[src/rtl/jesd204b_pkg.sv]
// Shared JESD204B link-layer constants: K-character codes, ILAS config layout
// and the tx link mux select encoding.
package jesd204b_pkg;

   // K28.x control characters, HGFEDCBA octet values
   localparam logic [7:0] K28_0_R = 8'h1C;
   localparam logic [7:0] K28_3_A = 8'h7C;
   localparam logic [7:0] K28_4_Q = 8'h9C;
   localparam logic [7:0] K28_5_K = 8'hBC;

   // Link configuration octets carried in the second ILAS multiframe
   localparam int ILA_CFG_OCTETS    = 14;
   localparam int ILA_CFG_START_OCT = 2;
   localparam int ILA_CFG_W         = 8 * ILA_CFG_OCTETS;

   typedef enum logic [1:0] {
      LINK_SEL_USER = 2'd0,
      LINK_SEL_CGS  = 2'd1,
      LINK_SEL_ILA  = 2'd2,
      LINK_SEL_TEST = 2'd3
   } link_sel_t;

   typedef enum logic {
      ILA_IDLE = 1'b0,
      ILA_RUN  = 1'b1
   } ila_state_t;

endpackage

[src/rtl/ila_seq_gen.sv]
// JESD204B initial lane alignment sequence generator for one lane: emits
// NUM_MF multiframes of F*K octets per start, config octets in multiframe 1.
module ila_seq_gen
   import jesd204b_pkg::*;
#(
   parameter int F      = 2,
   parameter int K      = 16,
   parameter int NUM_MF = 4
) (
   input  logic                 clk,
   input  logic                 rst_n,
   input  logic                 i_start,
   input  logic                 i_abort,
   input  logic [ILA_CFG_W-1:0] i_cfg,
   output logic [7:0]           o_data,
   output logic                 o_vld,
   output logic                 o_k,
   output logic                 o_busy,
   output logic                 o_done
);

   localparam int FK   = F * K;
   localparam int OC_W = $clog2(FK);
   localparam int MC_W = (NUM_MF > 1) ? $clog2(NUM_MF) : 1;

   localparam logic [OC_W-1:0] OC_LAST = OC_W'(FK - 1);
   localparam logic [MC_W-1:0] MC_LAST = MC_W'(NUM_MF - 1);
   localparam logic [MC_W-1:0] MC_CFG  = MC_W'(1);

   // The /A/ octet must land after the last config octet of multiframe 1
   if (FK < ILA_CFG_START_OCT + ILA_CFG_OCTETS + 1) begin : g_bad_fk
      $error("ila_seq_gen: F*K must be >= 17");
   end
   if (F < 1 || F > 256) begin : g_bad_f
      $error("ila_seq_gen: F must be in 1..256");
   end
   if (K < 1 || K > 32) begin : g_bad_k
      $error("ila_seq_gen: K must be in 1..32");
   end
   if (NUM_MF < 1) begin : g_bad_mf
      $error("ila_seq_gen: NUM_MF must be >= 1");
   end

   ila_state_t            state_q, state_d;
   logic [OC_W-1:0]       oc_q, oc_d;
   logic [MC_W-1:0]       mc_q, mc_d;
   logic [ILA_CFG_W-1:0]  cfg_q, cfg_d;

   logic                  emit;
   logic [7:0]            data_d;
   logic                  k_d;
   logic                  done_d;

   always_comb begin
      // NOTE: every variable gets a default first so no path leaves it unassigned and infers a latch.
      state_d = state_q;
      oc_d    = oc_q;
      mc_d    = mc_q;
      cfg_d   = cfg_q;
      emit    = 1'b0;

      if (i_abort) begin
         state_d = ILA_IDLE;
         oc_d    = '0;
         mc_d    = '0;
      end else begin
         unique case (state_q)
            ILA_IDLE: begin
               if (i_start) begin
                  cfg_d   = i_cfg;
                  state_d = ILA_RUN;
                  oc_d    = '0;
                  mc_d    = '0;
                  emit    = 1'b1;
               end
            end
            ILA_RUN: begin
               if (oc_q == OC_LAST && mc_q == MC_LAST) begin
                  state_d = ILA_IDLE;
                  oc_d    = '0;
                  mc_d    = '0;
               end else begin
                  emit = 1'b1;
                  if (oc_q == OC_LAST) begin
                     oc_d = '0;
                     mc_d = mc_q + MC_W'(1);
                  end else begin
                     oc_d = oc_q + OC_W'(1);
                  end
               end
            end
            default: state_d = ILA_IDLE;
         endcase
      end
   end

   // Octet content is chosen for the position about to be presented (oc_d, mc_d)
   always_comb begin
      data_d = 8'h00;
      k_d    = 1'b0;
      done_d = 1'b0;

      if (emit) begin
         done_d = (oc_d == OC_LAST) && (mc_d == MC_LAST);
         if (oc_d == '0) begin
            data_d = K28_0_R;
            k_d    = 1'b1;
         end else if (oc_d == OC_LAST) begin
            data_d = K28_3_A;
            k_d    = 1'b1;
         end else if (mc_d == MC_CFG && oc_d == OC_W'(1)) begin
            data_d = K28_4_Q;
            k_d    = 1'b1;
         end else begin
            data_d = 8'(oc_d);
            if (mc_d == MC_CFG) begin
               for (int n = 0; n < ILA_CFG_OCTETS; n++) begin
                  if (oc_d == OC_W'(n + ILA_CFG_START_OCT)) begin
                     data_d = cfg_d[8*n +: 8];
                  end
               end
            end
         end
      end
   end

   always_ff @(posedge clk or negedge rst_n) begin
      if (!rst_n) begin
         state_q <= ILA_IDLE;
         oc_q    <= '0;
         mc_q    <= '0;
         // NOTE: the config holding register is reset too; it is small and keeps post-reset state deterministic.
         cfg_q   <= '0;
         o_data  <= 8'h00;
         o_vld   <= 1'b0;
         o_k     <= 1'b0;
         o_busy  <= 1'b0;
         o_done  <= 1'b0;
      end else begin
         // NOTE: non-blocking assignments so every register samples pre-edge values.
         state_q <= state_d;
         oc_q    <= oc_d;
         mc_q    <= mc_d;
         cfg_q   <= cfg_d;
         o_data  <= data_d;
         o_vld   <= emit;
         o_k     <= k_d;
         o_busy  <= emit;
         o_done  <= done_d;
      end
   end

endmodule

[config.mk]
export PLATFORM = sky130hd
export DESIGN_NAME = ila_seq_gen
export DESIGN_NICKNAME = d
export VERILOG_FILES = /design/src/rtl/jesd204b_pkg.sv /design/src/rtl/ila_seq_gen.sv
export SDC_FILE = /design/constraint.sdc
export NUM_CORES = 1
export LEC_CHECK = 0
export CAP_MARGIN = 30
export CORE_UTILIZATION = 55
export CTS_CLUSTER_DIAMETER = 50
export DETAILED_ROUTE_END_ITERATION = 6
export GPL_ROUTABILITY_DRIVEN = 0
export PLACE_DENSITY_LB_ADDON = 0.1
export SLEW_MARGIN = 20
export SYNTH_ARGS = -nofsm -noshare
export SYNTH_HDL_FRONTEND = slang
export SYNTH_SLANG_ARGS = --single-unit
export TNS_END_PERCENT = 20
[constraint.sdc]
create_clock -name clk -period 8.4 [get_ports clk]
set_input_delay 1.68 -clock clk [delete_from_list [all_inputs] [get_ports clk]]
set_output_delay 1.68 -clock clk [all_outputs]
set_load 0.02 [all_outputs]
* Word level (Yosys, flattened, before mapping) *
Index checks and enable logic that the tools add are counted.

storage, ports and cells
  flip-flop bits (word level) = 130
  bits of input ports = 116
  output and inout port bits = 12
  word-level logic and storage cells = 75

cells by class
  $add $sub $neg = 2
  equality and inequality tests = 20
  muxes and demuxes = 41
  bitwise gates (word level) = 1
  reductions and logical operators = 4

operators by type and width
  kind                                           count
  2-to-1 mux 112 bit                             3
  2-to-1 mux 8 bit                               19
  == test 5 x 4 -> 1 bit, second input constant  8
  == test 5 x 3 -> 1 bit, second input constant  4
  2-to-1 mux 5 bit                               4
  == test 5 x 2 -> 1 bit, second input constant  2
  == test 5 bit, second input constant           2
  case mux 5 bit (2 select lines)                1
  2-to-1 mux 1 bit                               8
  2-to-1 mux 2 bit                               4
  adder 5 x 1 -> 5 bit, second input constant    1
  == test 5 x 1 -> 1 bit, second input constant  1
  logical NOT 5 bit                              1
  == test 2 bit, second input constant           2
  case mux 2 bit (2 select lines)                1
  logical AND 1 bit                              3
  adder 2 x 1 -> 2 bit, second input constant    1
  == test 2 x 1 -> 1 bit, second input constant  1
  case mux 1 bit (2 select lines)                1
  inverter 1 bit                                 1

* Longest topological paths before layout *
  depth after elaboration = 25
  depth in mapped cells = 14
  depth with buffers taken out = 13

* Worst setup path after synthesis *
No wires, ideal clock.

  path type = input-to-reg
  from = input i_abort
  to = register o_data[0]
  library setup time = 0.129 ns
  data arrival time = 3.698 ns
  required time = 8.271 ns
  setup slack = 4.574 ns
  stages on the path = 10
  path buffers = 4
  cell sequence = buf_4 nor3b_2 buf_4 buf_4 buf_2 mux2_2 a221oi_1 nand2_1 a221oi_1 a21oi_1

on the way
  elaborated cells between the ends (all ways) = 42
  those cells by class = eq/ne: 17; mux: 23; reduce/logical: 2

RTL lines
  element                          RTL line            text
  from (decl)                      ila_seq_gen.sv:13   input logic i_abort,
  2-to-1 mux 112 bit               ila_seq_gen.sv:62   if (i_abort) begin
  net cfg_d[32]                    ila_seq_gen.sv:47   logic [ILA_CFG_W-1:0] cfg_q, cfg_d;
  2-to-1 mux 8 bit (10 in series)  ila_seq_gen.sv:118  if (oc_d == OC_W'(n + ILA_CFG_START_OCT)) begin
  2-to-1 mux 8 bit                 ila_seq_gen.sv:116  if (mc_d == MC_CFG) begin
  2-to-1 mux 8 bit                 ila_seq_gen.sv:111  end else if (mc_d == MC_CFG && oc_d == OC_W'(1)) begin
  2-to-1 mux 8 bit                 ila_seq_gen.sv:108  end else if (oc_d == OC_LAST) begin
  2-to-1 mux 8 bit                 ila_seq_gen.sv:105  if (oc_d == '0) begin
  2-to-1 mux 8 bit                 ila_seq_gen.sv:103  if (emit) begin
  net data_d[0]                    ila_seq_gen.sv:50   logic [7:0] data_d;
  to (signal assigned)             ila_seq_gen.sv:145  o_data <= data_d;
  to (decl)                        ila_seq_gen.sv:15   output logic [7:0] o_data,

The timed path passes the listed nets, and every way through them passes these cells.

* Worst setup path after layout *
  from = input i_abort
  to = register o_data[7]

on the way
  elaborated cells between the ends (all ways) = 42
  those cells by class = eq/ne: 17; mux: 23; reduce/logical: 2

RTL lines
  element                         RTL line
  2-to-1 mux 112 bit              ila_seq_gen.sv:62
  net cfg_d[87]                   ila_seq_gen.sv:47
  2-to-1 mux 8 bit (4 in series)  ila_seq_gen.sv:118
  2-to-1 mux 8 bit                ila_seq_gen.sv:116
  2-to-1 mux 8 bit                ila_seq_gen.sv:111
  2-to-1 mux 8 bit                ila_seq_gen.sv:108
  2-to-1 mux 8 bit                ila_seq_gen.sv:105
  2-to-1 mux 8 bit                ila_seq_gen.sv:103
  net data_d[7]                   ila_seq_gen.sv:50

The timed path passes the listed nets, and every way through them passes these cells.

==> results.json <==
{
  "die_width_um": 110,
  "drtPass1Iterations": 5,
  "seqPwrFrac_pct": 41.4,
  "post_cts_buffers": 0,
  "cts.sinks": 130,
  "dieArea_um2": 12200,
  "portBuffers": 127,
  "fin_setup_tns_ns": 0,
  "cp_slowest_cell": "buf_4",
  "grt_pass1_wl_um": 29300,
  "synthCells": 534,
  "pwr-share-comb_pct": 15.7,
  "critPathMaxFanout": 70,
  "seq_area_um2": 3250,
  "cts_root_buf": "clkbuf_16",
  "synth_area_leaders": "dfrtp_1 50%, mux2_2 19%, nor2_1 1.9%, nand2_1 1.4%, buf_6 1.2%",
  "grt_max_degree": 74,
  "coreArea_um2": 11400,
  "fin_crit_sh_pct": 57.8,
  "grt_usage_pct": 31.1,
  "htree_levels": 4,
  "syn_to_final_growth_pct": 30.2,
  "path_cells": "clkdlybuf4s50_1 > nor3b_4 > buf_4 > mux2_2 > a32o_1 > a2111oi_0 > a31o_1 > a211oi_1",
  "synth_warnings": 0,
  "synth_seq_area_share_pct": 50.3,
  "worstPathArrival_ns": 5.12,
  "ant_nets": 0,
  "cts_resized": 0,
  "vias": 5202,
  "dieHeight_um": 110,
  "start_kind": "input port",
  "max_stage_delay_ns": 0.72,
  "num_io_pins": 128,
  "diodes": 0,
  "insertion_delay_ns": 0.42,
  "period_needed_ns": 4.85,
  "endpoint_kind": "flop",
  "total_power_mw": 1.84,
  "status": "finished, final reports clean",
  "rrSetupSlack_ns": 4.05,
  "setup_viol": 0,
  "synth-seq-cells": 130,
  "finalHoldViolCount": 0,
  "worstMarginPinSlew_ns": 0.916,
  "fin_worst_skew_ns": 0.00755,
  "hpwlAfterDp_um": 12800,
  "syn_area_per_cell_um2": 12.1,
  "antenna_found_initial": 0,
  "finalNetCount": 778,
  "syn-num-nets": 653,
  "cts_tree": "done",
  "ys_types": 78,
  "viasPerCell": 6.38,
  "initial_utilization_pct": 56.7,
  "cts_buffer_depth": 2,
  "async_flop_share_pct": 100,
  "worstReg2RegStart": "oc_q[0]",
  "cts_buffers": 17,
  "nFillCells": 820,
  "power.share.switching_pct": 23.7,
  "startpoint": "i_abort",
  "power_leakage_nw": 3.40,
  "clk_pin_slew_ns": 0.06,
  "slew_violations": 0,
  "grt_pass1_vias": 5293,
  "switchingPower_mw": 0.436,
  "r2r-end": "o_data[5]",
  "p_int_mw": 1.40,
  "final_core_util_pct": 73.7,
  "rsz0062_at_grt": "false",
  "synthFlopType": "dfrtp_1",
  "endpoint": "o_data[7]",
  "wire_per_inst_um": 22.5,
  "synth_edf_count": 0,
  "row_count": 39,
  "synth_area_leader_cell": "dfrtp_1",
  "drcViolationCount": 0,
  "drtIter0Drc": 562,
  "hp-class": "flop to flop",
  "fmax_mhz": 206,
  "synth.top_cell.area_share_pct": 50.3,
  "grt_overflow": 0,
  "maxCapViolations": 0,
  "drive_gt1_share_pct": 26.2,
  "irDropWorstVdd_mv": 0.133,
  "postCtsHoldBufs": 0,
  "path_class": "input port to flop",
  "required_ns": 8.66,
  "drt_wl_total_um": 18400,
  "multi_input_area_um2": 2980,
  "netlist_area_um2": 6470,
  "r2r_cells": 12,
  "slew-limit-headroom_pct": 38.9,
  "power.density_nw_per_um2": 218,
  "clkPwrFrac_pct": 43.0
}
[worst max-delay path: cells and delay by family]
| kind | cells | cell delay, ns |
|---|---|---|
| compound gates | 4 | 1.26 |
| buf+inv | 2 | 1.39 |
| mux | 1 | 0.44 |
| simple gates | 1 | 0.28 |
[through the flow]
stage / std cells / hold slack, ns / cell area (um2) / setup WS (ns)
floorplan: 534 / 0.459 / 6470 / 4.57
global placement: 780 / 0.477 / 7750 / 3.23
detailed placement: 780 / 0.485 / 7750 / 3.16
CTS: 812 / 0.497 / 8380 / 3.55
global route: 815 / 0.507 / 8420 / 3.40
finish: 815 / 0.495 / 8420 / 3.55
[metal layers]
metal | up-vias | part of all wire [%] | GRT usage (%)
met2 | 294 | 47 | 47.6
met4 | 0 | 3.1 | 11.6
met3 | 53 | 8.0 | 7.79
li1 | 2276 | - | -
met5 | - | 0 | 0
met1 | 2579 | 42 | 43.0
[placed cells by master (no fill, tap or decap), drive strengths merged, types with 4 or more instances in the layout]
| master | netlist | final |
|---|---|---|
| or4b | 4 | 4 |
| nand2 | 26 | 26 |
| nor3b | 7 | 7 |
| buf | 24 | 8 |
| a22oi | 9 | 9 |
| o211ai | 7 | 7 |
| mux2i | 5 | 5 |
| or4 | 5 | 5 |
| a211oi | 8 | 8 |
| clkdlybuf4s50 | 0 | 126 |
| nor3 | 13 | 13 |
| and3 | 5 | 5 |
| o22ai | 5 | 5 |
| mux2 | 109 | 109 |
| a31o | 4 | 4 |
| nand3 | 5 | 5 |
| nor2 | 35 | 35 |
| nor4 | 8 | 8 |
| nand3b | 4 | 4 |
| a211o | 5 | 5 |
| dfrtp | 130 | 130 |
| a21oi | 16 | 16 |
| a221oi | 6 | 6 |
| or3 | 5 | 5 |
| clkinv | 0 | 5 |
| and2 | 4 | 4 |
| clkbuf | 4 | 23 |
| bufinv | 0 | 4 |
| o21ai | 17 | 17 |
| inv | 10 | 10 |
| or2 | 4 | 4 |
[cell usage after synthesis (3+ instances only)]
library cell    n
a211oi_1        7
nor3_1         10
o21ai_0        13
or4b_1          4
nand3_1         5
or2_2           3
o22ai_1         5
o21ai_1         4
clkbuf_1        4
a31o_2          3
nor4_1          8
a21oi_1        15
a32o_1          3
a211o_1         5
a32oi_1         3
buf_6           7
buf_2           6
o211ai_1        6
nand3b_1        4
a311o_1         3
dfrtp_1       130
inv_1           6
mux2_2        109
or3_1           5
nand2_1        24
buf_4          10
a22oi_1         8
nor2_1         33
nor3b_2         3
inv_2           4
and2_1          3
ha_1            3
nor4b_1         3
mux2i_1         4
and3_1          5
a221oi_1        6
nor3b_1         4
or4_1           5
[power by group through the flow]
stage	registers [mW]	clock network [mW]	logic, mW
2_1_floorplan	0.762	0	0.164
3_3_place_gp	0.765	0	0.276
3_5_place_dp	0.772	0	0.281
4_1_cts	0.761	0.790	0.285
5_1_grt	0.772	0.818	0.308
6_report	0.761	0.790	0.288
[sequential cells by signal, summed over array words and instances (netlist names)]
name and count:
o_k 1, oc_q 5, mc_q 2, cfg_q 112, o_done 1, o_data 8, state_q 1
[how the worst min path moves through the flow]
stage	startpoint	end	slack (ns)	cells after the start
after floorplan	cfg_q[101]	cfg_q[101]	0.46	2
after global placement	cfg_q[77]	cfg_q[77]	0.48	1
after detailed placement	cfg_q[97]	cfg_q[97]	0.48	1
after CTS	cfg_q[97]	cfg_q[97]	0.50	1
after global routing	cfg_q[78]	cfg_q[78]	0.51	1
final	cfg_q[61]	cfg_q[61]	0.49	1
[area by class of cell]
cell class | count | share of cell area (%)
Clock buffer | 23 | 5.68
Clock inverter | 9 | 1.81
Inverter | 10 | 0.446
Multi-Input combinational cell | 366 | 35.4
Sequential cell | 130 | 38.6
Tap cell | 143 | 2.12
Timing Repair Buffer | 134 | 15.9
[logic make-up (layout without fill, tap and decap cells)]
family / count (synthesis) / in the layout / share of synthesized area (%)
AOI/OAI and AO/OA: 111 / 111 / 12.9
adders and majority gates: 3 / 3 / 0.580
buffers and inverters: 38 / 176 / 3.71
DFF: 130 / 130 / 50.3
muxes: 114 / 114 / 19.9
and+or+nand+nor: 138 / 138 / 12.6
(Power assumes the default switching activity.)
==> RTL edit, RTL diff (config.mk and constraints unchanged) <==
Register the output `o_data` once more; this adds one clock of latency there. The other outputs are not delayed to match.
--- a/src/rtl/ila_seq_gen.sv
+++ b/src/rtl/ila_seq_gen.sv
@@ -27,4 +27,6 @@
    localparam logic [MC_W-1:0] MC_LAST = MC_W'(NUM_MF - 1);
    localparam logic [MC_W-1:0] MC_CFG  = MC_W'(1);
+
+   logic [7:0] o_data_s0;
 
    // The /A/ octet must land after the last config octet of multiframe 1
@@ -132,5 +134,5 @@
          // NOTE: the config holding register is reset too; it is small and keeps post-reset state deterministic.
          cfg_q   <= '0;
-         o_data  <= 8'h00;
+         o_data_s0 <= 8'h00;
          o_vld   <= 1'b0;
          o_k     <= 1'b0;
@@ -143,5 +145,5 @@
          mc_q    <= mc_d;
          cfg_q   <= cfg_d;
-         o_data  <= data_d;
+         o_data_s0 <= data_d;
          o_vld   <= emit;
          o_k     <= k_d;
@@ -151,4 +153,8 @@
    end
 
+   always_ff @(posedge clk) begin
+      o_data <= o_data_s0;
+   end
+
 endmodule
 
Check against the original RTL: not equivalent (a bounded check fails within 4 cycles, from zero or initial values and one cycle with rst_n low).
==> RTL edit against the unedited design <==
  * The run now ends with design-rule violations left
  * Routed wire length increased by 2.5%
  * Sequential share of layout area increased by 1.6 points
  * Cell area rose by 0.83%
  * Combinational power about the same
  * Worst setup slack got worse by 190 ps
  * Clock skew rose by 0.57 ps
  * Area after synthesis is 2.5% higher
  * Sequential cell count is 8 higher
  * Total power fell by 1.7%
  * Critical path type unchanged
  * Critical endpoint is now o_data_s0[5]
  * Largest cell class unchanged
  * Highest routed layer unchanged
==> RTL edit: results (changes against the unedited design) <==
run status complete, but fails checks (was finished, final reports clean); failing checks design-rule violations; Internal 1370 µW (was 1403 µW); Hold Crit Start o_data_s0[2] (was cfg_q[61]); met3 Use GR 7.240% (was 7.794%); pre-CTS WS 2874 ps (was 3158 ps); met3 routed wirelength 1648 µm (was 1471 µm); Crit Path Max Fanout 14 (was 70); number of global-route vias before repair 5,369 (was 5,293); fraction of layout cells with a size suffix above 1 25.63% (was 26.19%); synth top area cells dfrtp_1 49%, mux2_2 19%, dfxtp_1 2.4% (was dfrtp_1 50%, mux2_2 19%, nor2_1 1.9%); Hold Path Sink o_data[2] (was cfg_q[61]); syn_nets 661 (was 653); Initial DRC Count 529 (was 562); DP HPWL 13,410 µm (was 12,830 µm); Yosys cell types 79 (was 78); DRT Pass-1 Iters 7 (was 5); Largest regs cfg_q (112), o_data (8), o_data_s0 (8) (was cfg_q (112), o_data (8), oc_q (5)); Seq/Total Area, Yosys 51.49% (was 50.29%); Max VDD drop 0.1176 mV (was 0.1329 mV); hold_ws 344.9 ps (was 494.8 ps); first-pass GRT wire length 29,710 µm (was 29,280 µm); fillers 810 (was 820); DR WL/cell 22.89 µm (was 22.53 µm); static leakage power 0.003422 µW (was 0.003400 µW); ys async rst share 94.20% (was 100.0%); WL final 18,820 µm (was 18,360 µm); # DRC 12 (was 0); Hold Path Cell Cnt 0 (was 1); Worst-Margin Slew 940.6 ps (was 915.8 ps)
-- RTL edit: cell types whose count changed after synthesis, sizes merged --
cell	delta
dfxtp	+8
-- RTL edit: how the worst max path moves through the flow --
stage                    to  slack (ps)  depth (start not counted)
2_1_floorplan  o_data_s0[0]        4570                         10
3_3_place_gp   o_data_s0[7]        2940                          8
3_5_place_dp   o_data_s0[7]        2870                          8
4_1_cts        o_data_s0[7]        3400                          8
5_1_grt        o_data_s0[5]        3190                          9
6_report       o_data_s0[5]        3360                         10
-- RTL edit: logic make-up (layout without fill, tap and decap cells) --
family / after synthesis / count (layout) / share of synthesized area (%)
AOI/OAI and AO/OA: 111 / 111 / 12.61
muxes: 114 / 114 / 19.46
and+or+nand+nor: 138 / 138 / 12.25
buffers and inverters: 38 / 175 / 3.624
DFF: 138 / 138 / 51.49
adders and majority gates: 3 / 3 / 0.5663
-- RTL edit: critical path: cells and delay by family --
family / cells / cell delay, ps
AO/OA/AOI/OAI: 4 / 750
buffers and inverters: 2 / 790
AND/OR/NAND/NOR: 4 / 2140
-- RTL edit: power by group through the flow --
| stage | sequential, µW | clock, µW | combinational (µW) |
|---|---|---|---|
| 4_1_cts | 803 | 723 | 286 |
| 5_1_grt | 813 | 756 | 307 |
| 3_3_place_gp | 806 | 0 | 275 |
| 2_1_floorplan | 802 | 0 | 164 |
| 6_report | 803 | 719 | 287 |
| 3_5_place_dp | 814 | 0 | 282 |
-- RTL edit: layout make-up --
class                      instances  area [µm²]  area share, %
clock buffer                      23       467.9          5.511
clock inverter                     9       97.59          1.149
inverter                          10       37.54         0.4421
multi-input combinational        366        2982          35.12
sequential                       138        3413          40.20
tap                              143       178.9          2.107
timing repair buffer             133        1314          15.47
